==> src/rtl/axi_single_beat_master_pkg.sv <==
// axi_single_beat_master_pkg: FSM states, AXI response/attribute constants and size helper
package axi_single_beat_master_pkg;
  typedef enum logic [2:0] {
    IDLE, WR_ADDR_DATA, WAIT_B, RD_ADDR, WAIT_R, RESP, DRAIN
  } state_t;
  localparam logic [1:0] RESP_OKAY        = 2'b00;
  localparam logic [1:0] RESP_EXOKAY      = 2'b01;
  localparam logic [1:0] RESP_SLVERR      = 2'b10;
  localparam logic [1:0] RESP_DECERR      = 2'b11;
  localparam logic [1:0] BURST_INCR       = 2'b01;
  localparam logic [3:0] CACHE_MODIFIABLE = 4'b0010;
  function automatic logic [2:0] axi_size(input int data_width);
    return 3'($clog2(data_width / 8));
  endfunction
  function automatic logic resp_err(input logic [1:0] resp);
    return resp == RESP_SLVERR || resp == RESP_DECERR;
  endfunction
endpackage

==> src/rtl/axi_single_beat_master.sv <==
// axi_single_beat_master: request/response port to single-beat AXI4 reads/writes, one outstanding.
// Optional response timeout with late-response drain: AXI_SINGLE_BEAT_MASTER_TIMEOUT_EN.
module axi_single_beat_master
  import axi_single_beat_master_pkg::*;
#(
  parameter int AXI_ID_WIDTH   = 10,
  parameter int AXI_ADDR_WIDTH = 64,
  parameter int AXI_DATA_WIDTH = 64,
  parameter int AXI_USER_WIDTH = 1,
  parameter logic [AXI_ID_WIDTH-1:0] TXN_ID = '0,
  parameter int TIMEOUT_CYCLES = 1024
) (
  input  logic                        aclk,
  input  logic                        aresetn,
  input  logic                        req_valid_i,
  output logic                        req_ready_o,
  input  logic                        req_we_i,
  input  logic [AXI_ADDR_WIDTH-1:0]   req_addr_i,
  input  logic [AXI_DATA_WIDTH-1:0]   req_wdata_i,
  input  logic [AXI_DATA_WIDTH/8-1:0] req_strb_i,
  output logic                        rsp_valid_o,
  output logic [AXI_DATA_WIDTH-1:0]   rsp_rdata_o,
  output logic                        rsp_err_o,
  output logic [AXI_ID_WIDTH-1:0]     m_axi_awid,
  output logic [AXI_ADDR_WIDTH-1:0]   m_axi_awaddr,
  output logic [7:0]                  m_axi_awlen,
  output logic [2:0]                  m_axi_awsize,
  output logic [1:0]                  m_axi_awburst,
  output logic                        m_axi_awlock,
  output logic [3:0]                  m_axi_awcache,
  output logic [2:0]                  m_axi_awprot,
  output logic [3:0]                  m_axi_awqos,
  output logic [3:0]                  m_axi_awregion,
  output logic [AXI_USER_WIDTH-1:0]   m_axi_awuser,
  output logic                        m_axi_awvalid,
  input  logic                        m_axi_awready,
  output logic [AXI_DATA_WIDTH-1:0]   m_axi_wdata,
  output logic [AXI_DATA_WIDTH/8-1:0] m_axi_wstrb,
  output logic                        m_axi_wlast,
  output logic [AXI_USER_WIDTH-1:0]   m_axi_wuser,
  output logic                        m_axi_wvalid,
  input  logic                        m_axi_wready,
  input  logic [AXI_ID_WIDTH-1:0]     m_axi_bid,
  input  logic [1:0]                  m_axi_bresp,
  input  logic                        m_axi_bvalid,
  output logic                        m_axi_bready,
  output logic [AXI_ID_WIDTH-1:0]     m_axi_arid,
  output logic [AXI_ADDR_WIDTH-1:0]   m_axi_araddr,
  output logic [7:0]                  m_axi_arlen,
  output logic [2:0]                  m_axi_arsize,
  output logic [1:0]                  m_axi_arburst,
  output logic                        m_axi_arlock,
  output logic [3:0]                  m_axi_arcache,
  output logic [2:0]                  m_axi_arprot,
  output logic [3:0]                  m_axi_arqos,
  output logic [3:0]                  m_axi_arregion,
  output logic [AXI_USER_WIDTH-1:0]   m_axi_aruser,
  output logic                        m_axi_arvalid,
  input  logic                        m_axi_arready,
  input  logic [AXI_ID_WIDTH-1:0]     m_axi_rid,
  input  logic [AXI_DATA_WIDTH-1:0]   m_axi_rdata,
  input  logic [1:0]                  m_axi_rresp,
  input  logic                        m_axi_rlast,
  input  logic                        m_axi_rvalid,
  output logic                        m_axi_rready
);
  state_t state, state_n;
  logic [AXI_ADDR_WIDTH-1:0]   addr_q;
  logic [AXI_DATA_WIDTH-1:0]   wdata_q;
  logic [AXI_DATA_WIDTH/8-1:0] strb_q;
  logic aw_done, w_done, timeout, timed_out;

  if (TIMEOUT_CYCLES < 2) begin : g_bad_timeout
    $error("TIMEOUT_CYCLES must be at least 2");
  end

`ifdef AXI_SINGLE_BEAT_MASTER_TIMEOUT_EN
  logic [31:0] cnt;
  // Counter sits at zero outside the wait states, so it is already clear on entry
  assign timeout = ((state == WAIT_B && !m_axi_bvalid) || (state == WAIT_R && !m_axi_rvalid))
                   && cnt == 32'(TIMEOUT_CYCLES - 1);
  always_ff @(posedge aclk) begin
    if (!aresetn) begin
      cnt       <= '0;
      timed_out <= 1'b0;
    end else begin
      cnt <= (state == WAIT_B || state == WAIT_R) ? cnt + 32'd1 : '0;
      if (state == WAIT_B || state == WAIT_R) timed_out <= timeout;
    end
  end
`else
  assign timeout   = 1'b0;
  assign timed_out = 1'b0;
`endif

  always_comb begin
    state_n = state;
    case (state)
      IDLE:         if (req_valid_i) state_n = req_we_i ? WR_ADDR_DATA : RD_ADDR;
      WR_ADDR_DATA: if ((aw_done || m_axi_awready) && (w_done || m_axi_wready)) state_n = WAIT_B;
      WAIT_B:       if (m_axi_bvalid || timeout) state_n = RESP;
      RD_ADDR:      if (m_axi_arready) state_n = WAIT_R;
      WAIT_R:       if (m_axi_rvalid || timeout) state_n = RESP;
      RESP:         state_n = timed_out ? DRAIN : IDLE;
      DRAIN:        if (m_axi_bvalid || m_axi_rvalid) state_n = IDLE;
      default:      state_n = IDLE;
    endcase
  end

  always_ff @(posedge aclk) begin
    if (!aresetn) begin
      state       <= IDLE;
      addr_q      <= '0;
      wdata_q     <= '0;
      strb_q      <= '0;
      aw_done     <= 1'b0;
      w_done      <= 1'b0;
      rsp_rdata_o <= '0;
      rsp_err_o   <= 1'b0;
    end else begin
      state <= state_n;
      if (req_valid_i && req_ready_o) begin
        addr_q  <= req_addr_i;
        wdata_q <= req_wdata_i;
        strb_q  <= req_strb_i;
        aw_done <= 1'b0;
        w_done  <= 1'b0;
      end
      if (m_axi_awvalid && m_axi_awready) aw_done <= 1'b1;
      if (m_axi_wvalid && m_axi_wready) w_done <= 1'b1;
      if (state == WAIT_B && m_axi_bvalid) begin
        rsp_rdata_o <= '0;
        rsp_err_o   <= resp_err(m_axi_bresp) || m_axi_bid != TXN_ID;
      end else if (state == WAIT_R && m_axi_rvalid) begin
        rsp_rdata_o <= m_axi_rdata;
        rsp_err_o   <= resp_err(m_axi_rresp) || !m_axi_rlast || m_axi_rid != TXN_ID;
      end else if (timeout) begin
        rsp_rdata_o <= '0;
        rsp_err_o   <= 1'b1;
      end
    end
  end

  assign req_ready_o   = state == IDLE;
  assign rsp_valid_o   = state == RESP;
  assign m_axi_awvalid = state == WR_ADDR_DATA && !aw_done;
  assign m_axi_wvalid  = state == WR_ADDR_DATA && !w_done;
  assign m_axi_arvalid = state == RD_ADDR;
  assign m_axi_bready  = state == WAIT_B || state == DRAIN;
  assign m_axi_rready  = state == WAIT_R || state == DRAIN;

  assign m_axi_awid     = TXN_ID;
  assign m_axi_awaddr   = addr_q;
  assign m_axi_awlen    = 8'd0;
  assign m_axi_awsize   = axi_size(AXI_DATA_WIDTH);
  assign m_axi_awburst  = BURST_INCR;
  assign m_axi_awlock   = 1'b0;
  assign m_axi_awcache  = CACHE_MODIFIABLE;
  assign m_axi_awprot   = 3'd0;
  assign m_axi_awqos    = 4'd0;
  assign m_axi_awregion = 4'd0;
  assign m_axi_awuser   = '0;
  assign m_axi_wdata    = wdata_q;
  assign m_axi_wstrb    = strb_q;
  assign m_axi_wlast    = 1'b1;
  assign m_axi_wuser    = '0;
  assign m_axi_arid     = TXN_ID;
  assign m_axi_araddr   = addr_q;
  assign m_axi_arlen    = 8'd0;
  assign m_axi_arsize   = axi_size(AXI_DATA_WIDTH);
  assign m_axi_arburst  = BURST_INCR;
  assign m_axi_arlock   = 1'b0;
  assign m_axi_arcache  = CACHE_MODIFIABLE;
  assign m_axi_arprot   = 3'd0;
  assign m_axi_arqos    = 4'd0;
  assign m_axi_arregion = 4'd0;
  assign m_axi_aruser   = '0;
endmodule

==> config.mk <==
export PLATFORM = sky130hd
export DESIGN_NAME = axi_single_beat_master
export DESIGN_NICKNAME = d
export VERILOG_FILES = /design/src/rtl/axi_single_beat_master_pkg.sv /design/src/rtl/axi_single_beat_master.sv
export SDC_FILE = /design/constraint.sdc
export NUM_CORES = 1
export LEC_CHECK = 0
export BUFFER_PORTS_ARGS = -buffer_cell sky130_fd_sc_hd__clkbuf_2
export CELL_PAD_IN_SITES_DETAIL_PLACEMENT = 1
export CELL_PAD_IN_SITES_GLOBAL_PLACEMENT = 2
export CORE_AREA = 3 3 231 233
export CTS_CLUSTER_SIZE = 16
export DETAILED_ROUTE_END_ITERATION = 7
export DIE_AREA = 0 0 234 236
export GPL_ROUTABILITY_DRIVEN = 0
export PLACE_DENSITY = 0.71
export SLEW_MARGIN = 10
export SYNTH_ARGS = -nofsm -noshare
export SYNTH_HDL_FRONTEND = slang
export SYNTH_SLANG_ARGS = --single-unit
==> constraint.sdc <==
create_clock -name aclk -period 4.53 [get_ports aclk]
set_clock_uncertainty 0.1 [all_clocks]
set_input_delay 0.906 -clock aclk [delete_from_list [all_inputs] [get_ports aclk]]
set_output_delay 0.906 -clock aclk [all_outputs]
set_load 0.02 [all_outputs]
==> results of run 1 <==
## synthesized netlist by cell type
master	n
nor4b_2	1
and2_1	1
mux2_2	1
buf_4	152
nor4b_1	3
nor2b_1	2
nand2b_1	2
or4b_4	1
nor3_1	2
o21ai_0	1
buf_2	32
o311a_1	1
a41o_1	1
clkbuf_1	27
nand4bb_1	2
nor2_1	6
nor4_1	4
buf_1	4
dfxtp_1	206
nand4_1	1
clkinv_1	1
nor3b_1	2
inv_1	1
o22a_1	1
nand2_1	403
conb_1	2
o31ai_1	1
a311oi_1	1
and4bb_2	1
o22ai_1	1
a22oi_1	4
a32oi_1	1
or3_1	1
a21oi_1	201
and3_1	1
## tightest hold or removal path, delay by kind of cell (launching register included)
kind | cells | cell delay [ns]
and+or+nand+nor | 1 | 0.05
DFF | 1 | 0.30
AOI/OAI and AO/OA | 1 | 0.05
## logic make-up after synthesis
group / share of synthesized area
buf+inv: 0.170
mux: 0.00134
other cells: 0.000895
simple gates: 0.206
flops: 0.491
compound gates: 0.131
## final cells by class
class,count,area (um^2),area share
antenna,2,5.00,0.000431
clock buffer,41,828,0.0714
tap,680,851,0.0733
sequential,206,4120,0.355
inverter,2,10.0,0.000863
multi-input combinational,729,3170,0.273
timing repair buffer,510,2590,0.224
clock inverter,3,17.5,0.00151
## sequential cells by signal, indices dropped and copies added, names as in the netlist
| name | flops |
|---|---|
| rsp_rdata_o | 64 |
| m_axi_wdata | 64 |
| state | 3 |
| rsp_err_o | 1 |
| m_axi_wstrb | 8 |
| m_axi_araddr | 64 |
| w_done | 1 |
| aw_done | 1 |
## routing by layer
layer	vias up	wire length, um	GRT usage
li1	4025	-	-
met1	3763	12100	0.116
met2	373	17100	0.209
met3	46	3170	0.0361
met4	2	786	0.0354
met5	-	13	0
## layout by cell type (no fill, tap or decap), drive strengths merged, types with 2 or more instances in the layout
master	instances
nand2b	2
inv	2
nand2	403
clkbuf	544
nand4bb	2
dfxtp	206
nor3	2
nor2	6
diode	2
nor4	4
a21oi	201
conb	82
buf	7
nor3b	2
nor2b	2
clkinv	2
nor4b	4
a22oi	4
## through the flow
stage / total power [W] / area, um^2 / hold slack (ns) / setup slack (ns)
2_1_floorplan: 0.00282 / 8690 / 0.389 / 2.17
3_3_place_gp: 0.00312 / 10800 / 0.341 / 1.69
3_5_place_dp: 0.00314 / 10800 / 0.347 / 1.64
4_1_cts: 0.00525 / 11600 / 0.354 / 1.30
5_1_grt: 0.00541 / 11600 / 0.374 / 1.20
6_report: 0.00510 / 11600 / 0.353 / 1.45
## report_power, final
| group | switching [W] | internal [W] | total [W] |
|---|---|---|---|
| Clock | 0.000803 | 0.00124 | 0.00204 |
| Sequential | 0.000105 | 0.00195 | 0.00205 |
| Combinational | 0.000702 | 0.000312 | 0.00101 |
## final timing paths
| check | startpoint | end | slack (ns) | cells after the start |
|---|---|---|---|---|
| worst max-delay path | state[0] | m_axi_awvalid | 1.45 | 2 |
| worst min-delay path | m_axi_wdata[23] | m_axi_wdata[23] | 0.35 | 2 |
| worst max register to register | state[2] | m_axi_araddr[1] | 1.96 | 4 |
| worst min register to register | m_axi_wdata[23] | m_axi_wdata[23] | 0.35 | 2 |
==> impl_results.html, run 1 <==
<table>
<tr><th>Metric</th><th>Value</th></tr>
<tr><th colspan="2">Outcome</th></tr>
<tr><td>Status</td><td>finished clean</td></tr>
<tr><th colspan="2">Cells and area</th></tr>
<tr><td>Non-filler cells in the finished layout</td><td>~2200</td></tr>
<tr><td>Area growth from synthesis to layout</td><td>38.2%</td></tr>
<tr><td>Number of nets in the final layout</td><td>1709</td></tr>
<tr><td>Total of fill cells in the finished design</td><td>~6400</td></tr>
<tr><td>Layout cell share with drive strength beyond 1</td><td>0.374</td></tr>
<tr><td>Share of the core filled with cells in the final layout</td><td>0.226</td></tr>
<tr><th colspan="2">Setup path</th></tr>
<tr><td>Chain of cells forming the critical path</td><td>nor4b_1, clkbuf_2</td></tr>
<tr><td>Critical path fanouts, max</td><td>20</td></tr>
<tr><td>Data required time at the worst endpoint</td><td>3.52 ns</td></tr>
<tr><td>Crit path DAT</td><td>2.08 ns</td></tr>
<tr><td>Kind of launch point of the worst setup path</td><td>flop</td></tr>
<tr><td>Delay of the slowest cell on the worst path</td><td>0.73 ns</td></tr>
<tr><td>Kind of end point of the critical path</td><td>output port</td></tr>
<tr><td>Buffer and inverter count on the worst path</td><td>1</td></tr>
<tr><td>Critical setup path kind</td><td>flop to output port</td></tr>
<tr><td>CP top delay family</td><td>flip-flops</td></tr>
<tr><td>CP max stage cell</td><td>dfxtp_1</td></tr>
<tr><th colspan="2">Yosys</th></tr>
<tr><td>Flip-flop and latch count after synthesis</td><td>206</td></tr>
<tr><td>Library cell occupying the most area in the post-synthesis netlist</td><td>dfxtp_1</td></tr>
<tr><td>Count of warnings emitted by yosys</td><td>0</td></tr>
<tr><td>Synth unique cells</td><td>35</td></tr>
<tr><td>Post-Synthesis Mean Instance Area</td><td>7.83 um^2</td></tr>
<tr><td>Top cells by area, synth</td><td>dfxtp_1 (49%), nand2_1 (18%), buf_4 (14%), a21oi_1 (12%), buf_2 (1.9%)</td></tr>
<tr><td>Area share of the largest cell type after synthesis</td><td>0.491</td></tr>
<tr><td>Area of the mapped netlist</td><td>8390 um^2</td></tr>
<tr><td>Gate count after technology mapping</td><td>1072</td></tr>
<tr><td>Seq/Total Area, Yosys</td><td>0.491</td></tr>
<tr><th colspan="2">Placement</th></tr>
<tr><td>Number of placed cells counting well taps</td><td>2127</td></tr>
<tr><td>Half-perimeter wire length of the detailed placement result</td><td>roughly 25 mm</td></tr>
<tr><td>I/O Buffers</td><td>503</td></tr>
<tr><th colspan="2">GRT</th></tr>
<tr><td>Maximum number of pins on one net before global-route repair</td><td>137</td></tr>
<tr><td>Number of antenna violations at the first check in global routing</td><td>4</td></tr>
<tr><td>Remaining global-route overflow</td><td>0</td></tr>
<tr><td>Number of global-route vias before repair</td><td>8276</td></tr>
<tr><td>Aggregate global-route resource usage</td><td>0.111</td></tr>
<tr><td>First-pass GRT wire length</td><td>48.3 mm</td></tr>
<tr><th colspan="2">STA</th></tr>
<tr><td>RSZ-0062 raised after global routing</td><td>false</td></tr>
<tr><td>Min cycle time layout</td><td>3.08 ns</td></tr>
<tr><td>Maximum clock rate</td><td>324 MHz</td></tr>
<tr><td>Slew of the pin with the lowest slew margin</td><td>1.10 ns</td></tr>
<tr><td>Setup violation total in the final timing report</td><td>0</td></tr>
<tr><td>Total count of max-transition violations in the final report</td><td>0</td></tr>
<tr><td>Tightest slew margin relative to the limit</td><td>0.265</td></tr>
<tr><td>Fin crit share</td><td>0.681</td></tr>
<tr><td>Setup_tns</td><td>0 ns</td></tr>
<tr><td>Final count of hold timing violations</td><td>0</td></tr>
<tr><th colspan="2">Routing</th></tr>
<tr><td>Post-detailed-routing wire length</td><td>33.2 mm</td></tr>
<tr><td>Number of detailed-route iterations in the first pass</td><td>4</td></tr>
<tr><td>Wire length per cell after detailed routing</td><td>15.3 um</td></tr>
<tr><td>Number of DRC violations after detailed-routing iteration 0</td><td>around 220</td></tr>
<tr><td>Antenna-violating nets left</td><td>0</td></tr>
<tr><td>Remaining DRCs</td><td>0</td></tr>
<tr><td>Number of vias per cell</td><td>3.78</td></tr>
<tr><td>Total via count after detailed routing</td><td>8209</td></tr>
<tr><th colspan="2">Pwr</th></tr>
<tr><td>Worst IR Drop VDD</td><td>0.000229 V</td></tr>
<tr><td>Leak Pwr</td><td>between 5 and 6 nW</td></tr>
<tr><td>Power per unit of standard cell area</td><td>between 400 and 500 nW/um^2</td></tr>
<tr><th colspan="2">Floorplan</th></tr>
<tr><td>Chip Width</td><td>234 um</td></tr>
<tr><td>Die height</td><td>around 240 um</td></tr>
<tr><td>Standard-cell rows</td><td>83</td></tr>
<tr><td>Number of ports placed on the die boundary</td><td>~600</td></tr>
<tr><td>Initial Utilization</td><td>0.163</td></tr>
<tr><td>Placeable Area</td><td>51400 um^2</td></tr>
<tr><td>Die Area</td><td>55200 um^2</td></tr>
<tr><th colspan="2">Run</th></tr>
<tr><td>Max-Cap Viols</td><td>0</td></tr>
<tr><th colspan="2">CTS</th></tr>
<tr><td>Clock-pin slew on the worst setup and hold paths</td><td>0.05 ns</td></tr>
<tr><td>Number of hold buffers added after CTS</td><td>0</td></tr>
<tr><td>CTS Buffer Depth</td><td>3</td></tr>
<tr><td>TritonCTS Sinks</td><td>206</td></tr>
<tr><td>CTS H-tree lvls</td><td>1</td></tr>
<tr><td>CTS tree</td><td>done</td></tr>
<tr><td>Post-CTS Setup Repair Bufs</td><td>0</td></tr>
<tr><td>Post-cts gate resize count</td><td>0</td></tr>
<tr><td>Worst-Skew Late Latency</td><td>around 0.53 ns</td></tr>
<tr><td>Inserted Clock Buffers</td><td>26</td></tr>
<tr><td>CTS root buffer</td><td>clkbuf_16</td></tr>
<tr><th colspan="2">Min path</th></tr>
<tr><td>Type of the worst min-delay path</td><td>flop to flop</td></tr>
</table>
No activity file was read; power rests on OpenSTA's default activity.
==> inputs of run 2 (changes only) <==
Settings changed: ABC_AREA from default to 1, CORE_AREA 3 3 231 233 to default, CORE_ASPECT_RATIO from default to 0.75, CORE_MARGIN from default to 3, CORE_UTILIZATION from default to 19, DIE_AREA 0 0 234 236 to default, PLACE_DENSITY 0.71 to 0.81.
Clock period 4.53 ns to 2.69 ns, I/O delays scaled along.
==> impl_results.html, run 2 <==
<table>
<tr><th>Metric</th><th>Value</th></tr>
<tr><th colspan="2">Routing</th></tr>
<tr><td>Wire length per cell after detailed routing</td><td>16.0 um</td></tr>
<tr><td>Met3 Routed Length</td><td>roughly 1.8 mm</td></tr>
<tr><td>Highest metal used</td><td>met4</td></tr>
<tr><td>Number of detailed-route iterations in the first pass</td><td>4</td></tr>
<tr><td>Antenna-violating nets left</td><td>0</td></tr>
<tr><td>Routed metal-1 wire length</td><td>14.5 mm</td></tr>
<tr><td>Met2 layer wire length in the routed design</td><td>between 15 and 20 mm</td></tr>
<tr><td>Remaining DRCs</td><td>0</td></tr>
<tr><td>Number of DRC violations after detailed-routing iteration 0</td><td>436</td></tr>
<tr><td>Total via count after detailed routing</td><td>8646</td></tr>
<tr><td>Number of vias per cell</td><td>about 4</td></tr>
<tr><td>Post-detailed-routing wire length</td><td>34.8 mm</td></tr>
<tr><th colspan="2">Yosys</th></tr>
<tr><td>Top cells by area, synth</td><td>dfxtp_1 (46%), buf_4 (13%), a21oi_1 (11%), nand2_1 (10%), nand3_1 (8.0%)</td></tr>
<tr><td>Library cell occupying the most area in the post-synthesis netlist</td><td>dfxtp_1</td></tr>
<tr><td>Number of enable flip-flop cells after synthesis</td><td>0</td></tr>
<tr><td>Synth unique cells</td><td>23</td></tr>
<tr><td>Post-synth top cells</td><td>nand2_1 (238), dfxtp_1 (206), a21oi_1 (204)</td></tr>
<tr><td>Most used flip-flop cell after synthesis</td><td>dfxtp_1</td></tr>
<tr><td>Gate count after technology mapping</td><td>1125</td></tr>
<tr><td>Most repeated cell in the gate-level netlist after synthesis</td><td>nand2_1</td></tr>
<tr><td>Area of the mapped netlist</td><td>8960 um^2</td></tr>
<tr><td>Seq/Total Area, Yosys</td><td>0.460</td></tr>
<tr><td>Post-Synthesis Mean Instance Area</td><td>7.96 um^2</td></tr>
<tr><td>Count of warnings emitted by yosys</td><td>0</td></tr>
<tr><td>Flip-flop and latch count after synthesis</td><td>206</td></tr>
<tr><td>Area share of the largest cell type after synthesis</td><td>0.460</td></tr>
<tr><td>Ys async rst share</td><td>0</td></tr>
<tr><th colspan="2">Pwr</th></tr>
<tr><td>Worst IR Drop VDD</td><td>0.000398 V</td></tr>
<tr><td>Leak Pwr</td><td>5.47 nW</td></tr>
<tr><td>Power per unit of standard cell area</td><td>around 1000 nW/um^2</td></tr>
<tr><th colspan="2">Cells and area</th></tr>
<tr><td>Leading cell types in the layout, fill and taps excluded</td><td>clkbuf_2 (502), nand2_1 (238), dfxtp_1 (206), a21oi_1 (204), nand3_1 (143)</td></tr>
<tr><td>Number of nets in the final layout</td><td>1756</td></tr>
<tr><td>Total inserted antenna cells</td><td>0</td></tr>
<tr><td>Area growth from synthesis to layout</td><td>33.4%</td></tr>
<tr><td>Most common cell after layout, fill and taps aside</td><td>clkbuf_2</td></tr>
<tr><td>Layout cell share with drive strength beyond 1</td><td>0.401</td></tr>
<tr><td>Share of the core filled with cells in the final layout</td><td>0.258</td></tr>
<tr><th colspan="2">Run</th></tr>
<tr><td>Max-Cap Viols</td><td>0</td></tr>
<tr><th colspan="2">GRT</th></tr>
<tr><td>Number of antenna violations at the first check in global routing</td><td>0</td></tr>
<tr><td>Number of global-route vias before repair</td><td>8825</td></tr>
<tr><td>Maximum number of pins on one net before global-route repair</td><td>between 90 and 100</td></tr>
<tr><td>Remaining global-route overflow</td><td>0</td></tr>
<tr><td>First-pass GRT wire length</td><td>about 52 mm</td></tr>
<tr><td>Aggregate global-route resource usage</td><td>0.130</td></tr>
<tr><th colspan="2">Floorplan</th></tr>
<tr><td>Standard-cell rows</td><td>68</td></tr>
<tr><td>Placeable Area</td><td>46300 um^2</td></tr>
<tr><td>Initial Utilization</td><td>0.194</td></tr>
<tr><td>Die Area</td><td>49800 um^2</td></tr>
<tr><td>Die height</td><td>slightly below 200 um</td></tr>
<tr><td>Chip Width</td><td>257 um</td></tr>
<tr><td>Number of ports placed on the die boundary</td><td>588</td></tr>
<tr><th colspan="2">CTS</th></tr>
<tr><td>Clock-pin slew on the worst setup and hold paths</td><td>0.06 ns</td></tr>
<tr><td>CTS root buffer</td><td>clkbuf_16</td></tr>
<tr><td>CTS H-tree lvls</td><td>1</td></tr>
<tr><td>Post-CTS Setup Repair Bufs</td><td>0</td></tr>
<tr><td>Number of hold buffers added after CTS</td><td>0</td></tr>
<tr><td>Inserted Clock Buffers</td><td>24</td></tr>
<tr><td>Post-cts gate resize count</td><td>0</td></tr>
<tr><td>CTS tree</td><td>done</td></tr>
<tr><td>TritonCTS Sinks</td><td>206</td></tr>
<tr><td>CTS Buffer Depth</td><td>3</td></tr>
<tr><td>Worst-Skew Late Latency</td><td>~0.53 ns</td></tr>
<tr><th colspan="2">Placement</th></tr>
<tr><td>Half-perimeter wire length of the detailed placement result</td><td>26.2 mm</td></tr>
<tr><td>I/O Buffers</td><td>503</td></tr>
<tr><th colspan="2">Setup path</th></tr>
<tr><td>Critical path fanouts, max</td><td>9</td></tr>
<tr><td>Kind of end point of the critical path</td><td>output port</td></tr>
<tr><td>Critical setup path kind</td><td>flop to output port</td></tr>
<tr><td>Kind of launch point of the worst setup path</td><td>flop</td></tr>
<tr><td>Crit path DAT</td><td>1.77 ns</td></tr>
<tr><td>Data required time at the worst endpoint</td><td>2.05 ns</td></tr>
<tr><th colspan="2">Min path</th></tr>
<tr><td>Type of the worst min-delay path</td><td>primary input to flop</td></tr>
<tr><th colspan="2">STA</th></tr>
<tr><td>Tightest slew margin relative to the limit</td><td>0.528</td></tr>
<tr><td>Slew of the pin with the lowest slew margin</td><td>between 0.7 and 0.8 ns</td></tr>
<tr><td>RSZ-0062 raised after global routing</td><td>false</td></tr>
<tr><td>Fin crit share</td><td>0.894</td></tr>
<tr><td>Final count of hold timing violations</td><td>0</td></tr>
<tr><td>Setup violation total in the final timing report</td><td>0</td></tr>
<tr><td>Maximum clock rate</td><td>416 MHz</td></tr>
<tr><td>Min cycle time layout</td><td>2.40 ns</td></tr>
<tr><td>Total count of max-transition violations in the final report</td><td>0</td></tr>
<tr><td>Setup_tns</td><td>0 ns</td></tr>
<tr><th colspan="2">Outcome</th></tr>
<tr><td>Status</td><td>finished clean</td></tr>
</table>
==> run 2: cell types whose count changed after synthesis, moves of 8 or more <==
| cell | delta |
|---|---|
| nand2_1 | -165 |
| nand3_1 | +143 |
| nand2_2 | +53 |
| nor2_1 | +21 |
| buf_6 | +13 |
| buf_2 | -10 |
| clkbuf_1 | +8 |
==> run 2: cell families (layout without fill, tap and decap cells) <==
kind of cell	count (synthesis)	count (layout)	synth area share
and+or+nand+nor	470	470	0.235
buffers and inverters	240	574	0.188
AOI/OAI and AO/OA	207	207	0.116
DFF	206	206	0.460
other	2	82	0.000838
==> run 2: layer usage <==
| metal | track usage | up-vias |
|---|---|---|
| met5 | 0 | - |
| met4 | 0.0342 | 0 |
| met3 | 0.0289 | 46 |
| met2 | 0.231 | 210 |
| met1 | 0.158 | 4147 |
| li1 | - | 4243 |
==> run 2: area by class of cell <==
cell class,instances,area (um^2)
fill,5837,34300
sequential,206,4120
multi-input combinational,759,3450
timing repair buffer,519,2740
tap,630,788
clock buffer,36,727
clock inverter,7,67.6
inverter,12,50.0
==> run 2: final timing paths <==
check / end / slack, ns / depth (start not counted) / startpoint
setup reg to reg: m_axi_araddr[7] / 0.57 / 6 / state[1]
hold / removal: rsp_rdata_o[5] / 0.13 / 3 / m_axi_rdata[5]
setup / recovery: m_axi_awvalid / 0.29 / 4 / state[1]
hold reg to reg: m_axi_wdata[48] / 0.36 / 2 / m_axi_wdata[48]
==> run 2: power by group <==
group | leakage, nW | internal, W | switching [W] | total (W)
logic | 3.40 | 0.00131 | 0.00322 | 0.00454
registers | 1.68 | 0.00357 | 0.000396 | 0.00396
clock network | 0.396 | 0.00196 | 0.00135 | 0.00331
total | 5.47 | 0.00684 | 0.00497 | 0.0118
==> run 2: through the flow <==
step / power [W] / std cells / area [um^2] / worst slack, ns / hold slack, ns
6_report: 0.0118 / 2169 / 12000 / 0.286 / 0.134
3_3_place_gp: 0.00858 / 2126 / 11200 / 0.586 / 0.348
2_1_floorplan: 0.00758 / 1205 / 9260 / 1.03 / 0.354
4_1_cts: 0.0121 / 2169 / 12000 / 0.239 / 0.0835
5_1_grt: 0.0126 / 2169 / 12000 / 0.122 / 0.0994
3_5_place_dp: 0.00866 / 2126 / 11200 / 0.547 / 0.357
==> run 2: worst max-delay path, cell delays in order, from the launching register on <==
cell and delay (ns):
dfxtp_1 0.41, nor2_2 0.24, nand2_1 0.17, nor2_1 0.18, clkbuf_2 0.22
==> inputs of run 3 (changes only) <==
Settings changed: CORE_MARGIN 3 to default, PLACE_DENSITY 0.81 to default, PLACE_DENSITY_LB_ADDON from default to 0.3.
==> impl_results.html, run 3 (synthesis results as in run 2) <==
<table>
<tr><th>Metric</th><th>Value</th></tr>
<tr><th colspan="2">STA</th></tr>
<tr><td>RSZ-0062 raised after global routing</td><td>false</td></tr>
<tr><td>Final count of hold timing violations</td><td>0</td></tr>
<tr><td>Fin crit share</td><td>0.912</td></tr>
<tr><td>Setup violation total in the final timing report</td><td>0</td></tr>
<tr><td>Min cycle time layout</td><td>2.45 ns</td></tr>
<tr><td>Total count of max-transition violations in the final report</td><td>0</td></tr>
<tr><td>Slew of the pin with the lowest slew margin</td><td>0.813 ns</td></tr>
<tr><td>Tightest slew margin relative to the limit</td><td>0.458</td></tr>
<tr><td>Setup_tns</td><td>0 ns</td></tr>
<tr><td>Maximum clock rate</td><td>around 400 MHz</td></tr>
<tr><th colspan="2">Min path</th></tr>
<tr><td>Type of the worst min-delay path</td><td>primary input to flop</td></tr>
<tr><th colspan="2">Cells and area</th></tr>
<tr><td>Most common cell after layout, fill and taps aside</td><td>clkbuf_2</td></tr>
<tr><td>Area growth from synthesis to layout</td><td>33.8%</td></tr>
<tr><td>Sequential Area</td><td>4120 um^2</td></tr>
<tr><td>Number of nets in the final layout</td><td>1754</td></tr>
<tr><td>Total of fill cells in the finished design</td><td>between 5000 and 6000</td></tr>
<tr><td>Leading cell types in the layout, fill and taps excluded</td><td>clkbuf_2 (502), nand2_1 (238), dfxtp_1 (206), a21oi_1 (204), nand3_1 (143)</td></tr>
<tr><td>Layout cell share with drive strength beyond 1</td><td>0.403</td></tr>
<tr><td>Total inserted antenna cells</td><td>0</td></tr>
<tr><td>Area used by multi-input combinational logic</td><td>3450 um^2</td></tr>
<tr><td>Non-filler cells in the finished layout</td><td>2169</td></tr>
<tr><th colspan="2">Placement</th></tr>
<tr><td>Half-perimeter wire length of the detailed placement result</td><td>25.8 mm</td></tr>
<tr><td>I/O Buffers</td><td>503</td></tr>
<tr><td>Number of placed cells counting well taps</td><td>2123</td></tr>
<tr><th colspan="2">Floorplan</th></tr>
<tr><td>Die Area</td><td>48000 um^2</td></tr>
<tr><td>Placeable Area</td><td>46300 um^2</td></tr>
<tr><td>Die height</td><td>roughly 190 um</td></tr>
<tr><td>Standard-cell rows</td><td>68</td></tr>
<tr><td>Initial Utilization</td><td>0.194</td></tr>
<tr><td>Number of ports placed on the die boundary</td><td>588</td></tr>
<tr><td>Chip Width</td><td>253 um</td></tr>
<tr><th colspan="2">Pwr</th></tr>
<tr><td>Power per unit of standard cell area</td><td>1000 nW/um^2</td></tr>
<tr><td>Net load switching power</td><td>0.00501 W</td></tr>
<tr><td>Switch share</td><td>0.417</td></tr>
<tr><td>Sequential power share</td><td>0.329</td></tr>
<tr><td>Internal power of the cells</td><td>0.00700 W</td></tr>
<tr><td>Worst IR Drop VDD</td><td>0.000525 V</td></tr>
<tr><td>Clock Power Share</td><td>0.298</td></tr>
<tr><td>Leak Pwr</td><td>5.49 nW</td></tr>
<tr><td>Logic pwr share</td><td>0.373</td></tr>
<tr><th colspan="2">Setup path</th></tr>
<tr><td>Crit path DAT</td><td>1.81 ns</td></tr>
<tr><td>Kind of launch point of the worst setup path</td><td>flop</td></tr>
<tr><td>Critical path fanouts, max</td><td>9</td></tr>
<tr><td>Data required time at the worst endpoint</td><td>2.05 ns</td></tr>
<tr><td>Kind of end point of the critical path</td><td>output port</td></tr>
<tr><td>Critical setup path kind</td><td>flop to output port</td></tr>
<tr><th colspan="2">GRT</th></tr>
<tr><td>First-pass GRT wire length</td><td>roughly 52 mm</td></tr>
<tr><td>Aggregate global-route resource usage</td><td>0.139</td></tr>
<tr><td>Maximum number of pins on one net before global-route repair</td><td>~130</td></tr>
<tr><td>Number of global-route vias before repair</td><td>8523</td></tr>
<tr><td>Remaining global-route overflow</td><td>0</td></tr>
<tr><td>Number of antenna violations at the first check in global routing</td><td>0</td></tr>
<tr><th colspan="2">Routing</th></tr>
<tr><td>Post-detailed-routing wire length</td><td>35.5 mm</td></tr>
<tr><td>Wire length per cell after detailed routing</td><td>16.3 um</td></tr>
<tr><td>Number of detailed-route iterations in the first pass</td><td>4</td></tr>
<tr><td>Remaining DRCs</td><td>0</td></tr>
<tr><td>Total via count after detailed routing</td><td>8546</td></tr>
<tr><td>Number of DRC violations after detailed-routing iteration 0</td><td>350</td></tr>
<tr><td>Number of vias per cell</td><td>3.94</td></tr>
<tr><td>Antenna-violating nets left</td><td>0</td></tr>
<tr><th colspan="2">CTS</th></tr>
<tr><td>Post-CTS Setup Repair Bufs</td><td>0</td></tr>
<tr><td>Number of hold buffers added after CTS</td><td>0</td></tr>
<tr><td>Worst-Skew Late Latency</td><td>~0.54 ns</td></tr>
<tr><td>Clock-pin slew on the worst setup and hold paths</td><td>around 0.06 ns</td></tr>
<tr><td>CTS root buffer</td><td>clkbuf_16</td></tr>
<tr><td>CTS Buffer Depth</td><td>3</td></tr>
<tr><td>CTS H-tree lvls</td><td>1</td></tr>
<tr><td>TritonCTS Sinks</td><td>slightly above 200</td></tr>
<tr><td>CTS tree</td><td>done</td></tr>
<tr><td>Post-cts gate resize count</td><td>0</td></tr>
<tr><td>Inserted Clock Buffers</td><td>25</td></tr>
<tr><th colspan="2">Run</th></tr>
<tr><td>Max-Cap Viols</td><td>0</td></tr>
<tr><th colspan="2">Outcome</th></tr>
<tr><td>Status</td><td>finished clean</td></tr>
</table>
## run 3: changes by cell type in the layout (fill, tap and decap cells not counted), sizes merged
cell	change
buf	-3
bufinv	+2
clkbuf	-3
clkinv	+3
inv	+1
## run 3: per-stage QoR
stage | setup slack (ns) | utilization | cell area (um^2) | total power, W | hold WS (ns)
finish | 0.238 | 0.259 | 12000 | 0.0120 | 0.126
detailed placement | 0.478 | 0.240 | 11100 | 0.00863 | 0.355
global route | 0.0595 | 0.259 | 12000 | 0.0129 | 0.0966
floorplan | 1.03 | - | 9260 | 0.00758 | 0.354
CTS | 0.185 | 0.259 | 12000 | 0.0123 | 0.0879
global placement | 0.558 | 0.240 | 11100 | 0.00857 | 0.348
## run 3: area by class of cell
cell class / instances / share of cell area
timing repair buffer: 516 / 0.226
clock buffer: 33 / 0.0597
tap: 630 / 0.0658
clock inverter: 13 / 0.0123
sequential: 206 / 0.344
multi-input combinational: 759 / 0.288
inverter: 12 / 0.00418
## run 3: power by group through the flow
stage	registers [W]	clock network [W]	logic [W]
floorplan	0.00447	0	0.00311
global placement	0.00401	0	0.00457
detailed placement	0.00402	0	0.00461
CTS	0.00396	0.00375	0.00462
global route	0.00403	0.00389	0.00494
finish	0.00395	0.00359	0.00448
## run 3: worst max-delay path: stages (launching register included)
cell and delay, ns:
dfxtp_1 0.42, nor2_2 0.25, nand2_1 0.18, nor2_1 0.21, clkbuf_2 0.22
## run 3: metal layers
metal / global-route usage / part of all wire / routed length, um
met5: 0 / 0 / 0
met4: 0.0364 / 0.024 / 856
met3: 0.0278 / 0.050 / 1760
met2: 0.247 / 0.52 / 18300
met1: 0.169 / 0.41 / 14600
## run 3: worst paths after layout
path / start / endpoint / slack (ns) / cells after the start
hold / removal: m_axi_rdata[7] / rsp_rdata_o[7] / 0.13 / 3
setup / recovery: state[1] / m_axi_awvalid / 0.24 / 4
hold reg to reg: m_axi_wdata[26] / m_axi_wdata[26] / 0.36 / 2
setup reg to reg: state[1] / m_axi_araddr[43] / 0.55 / 6
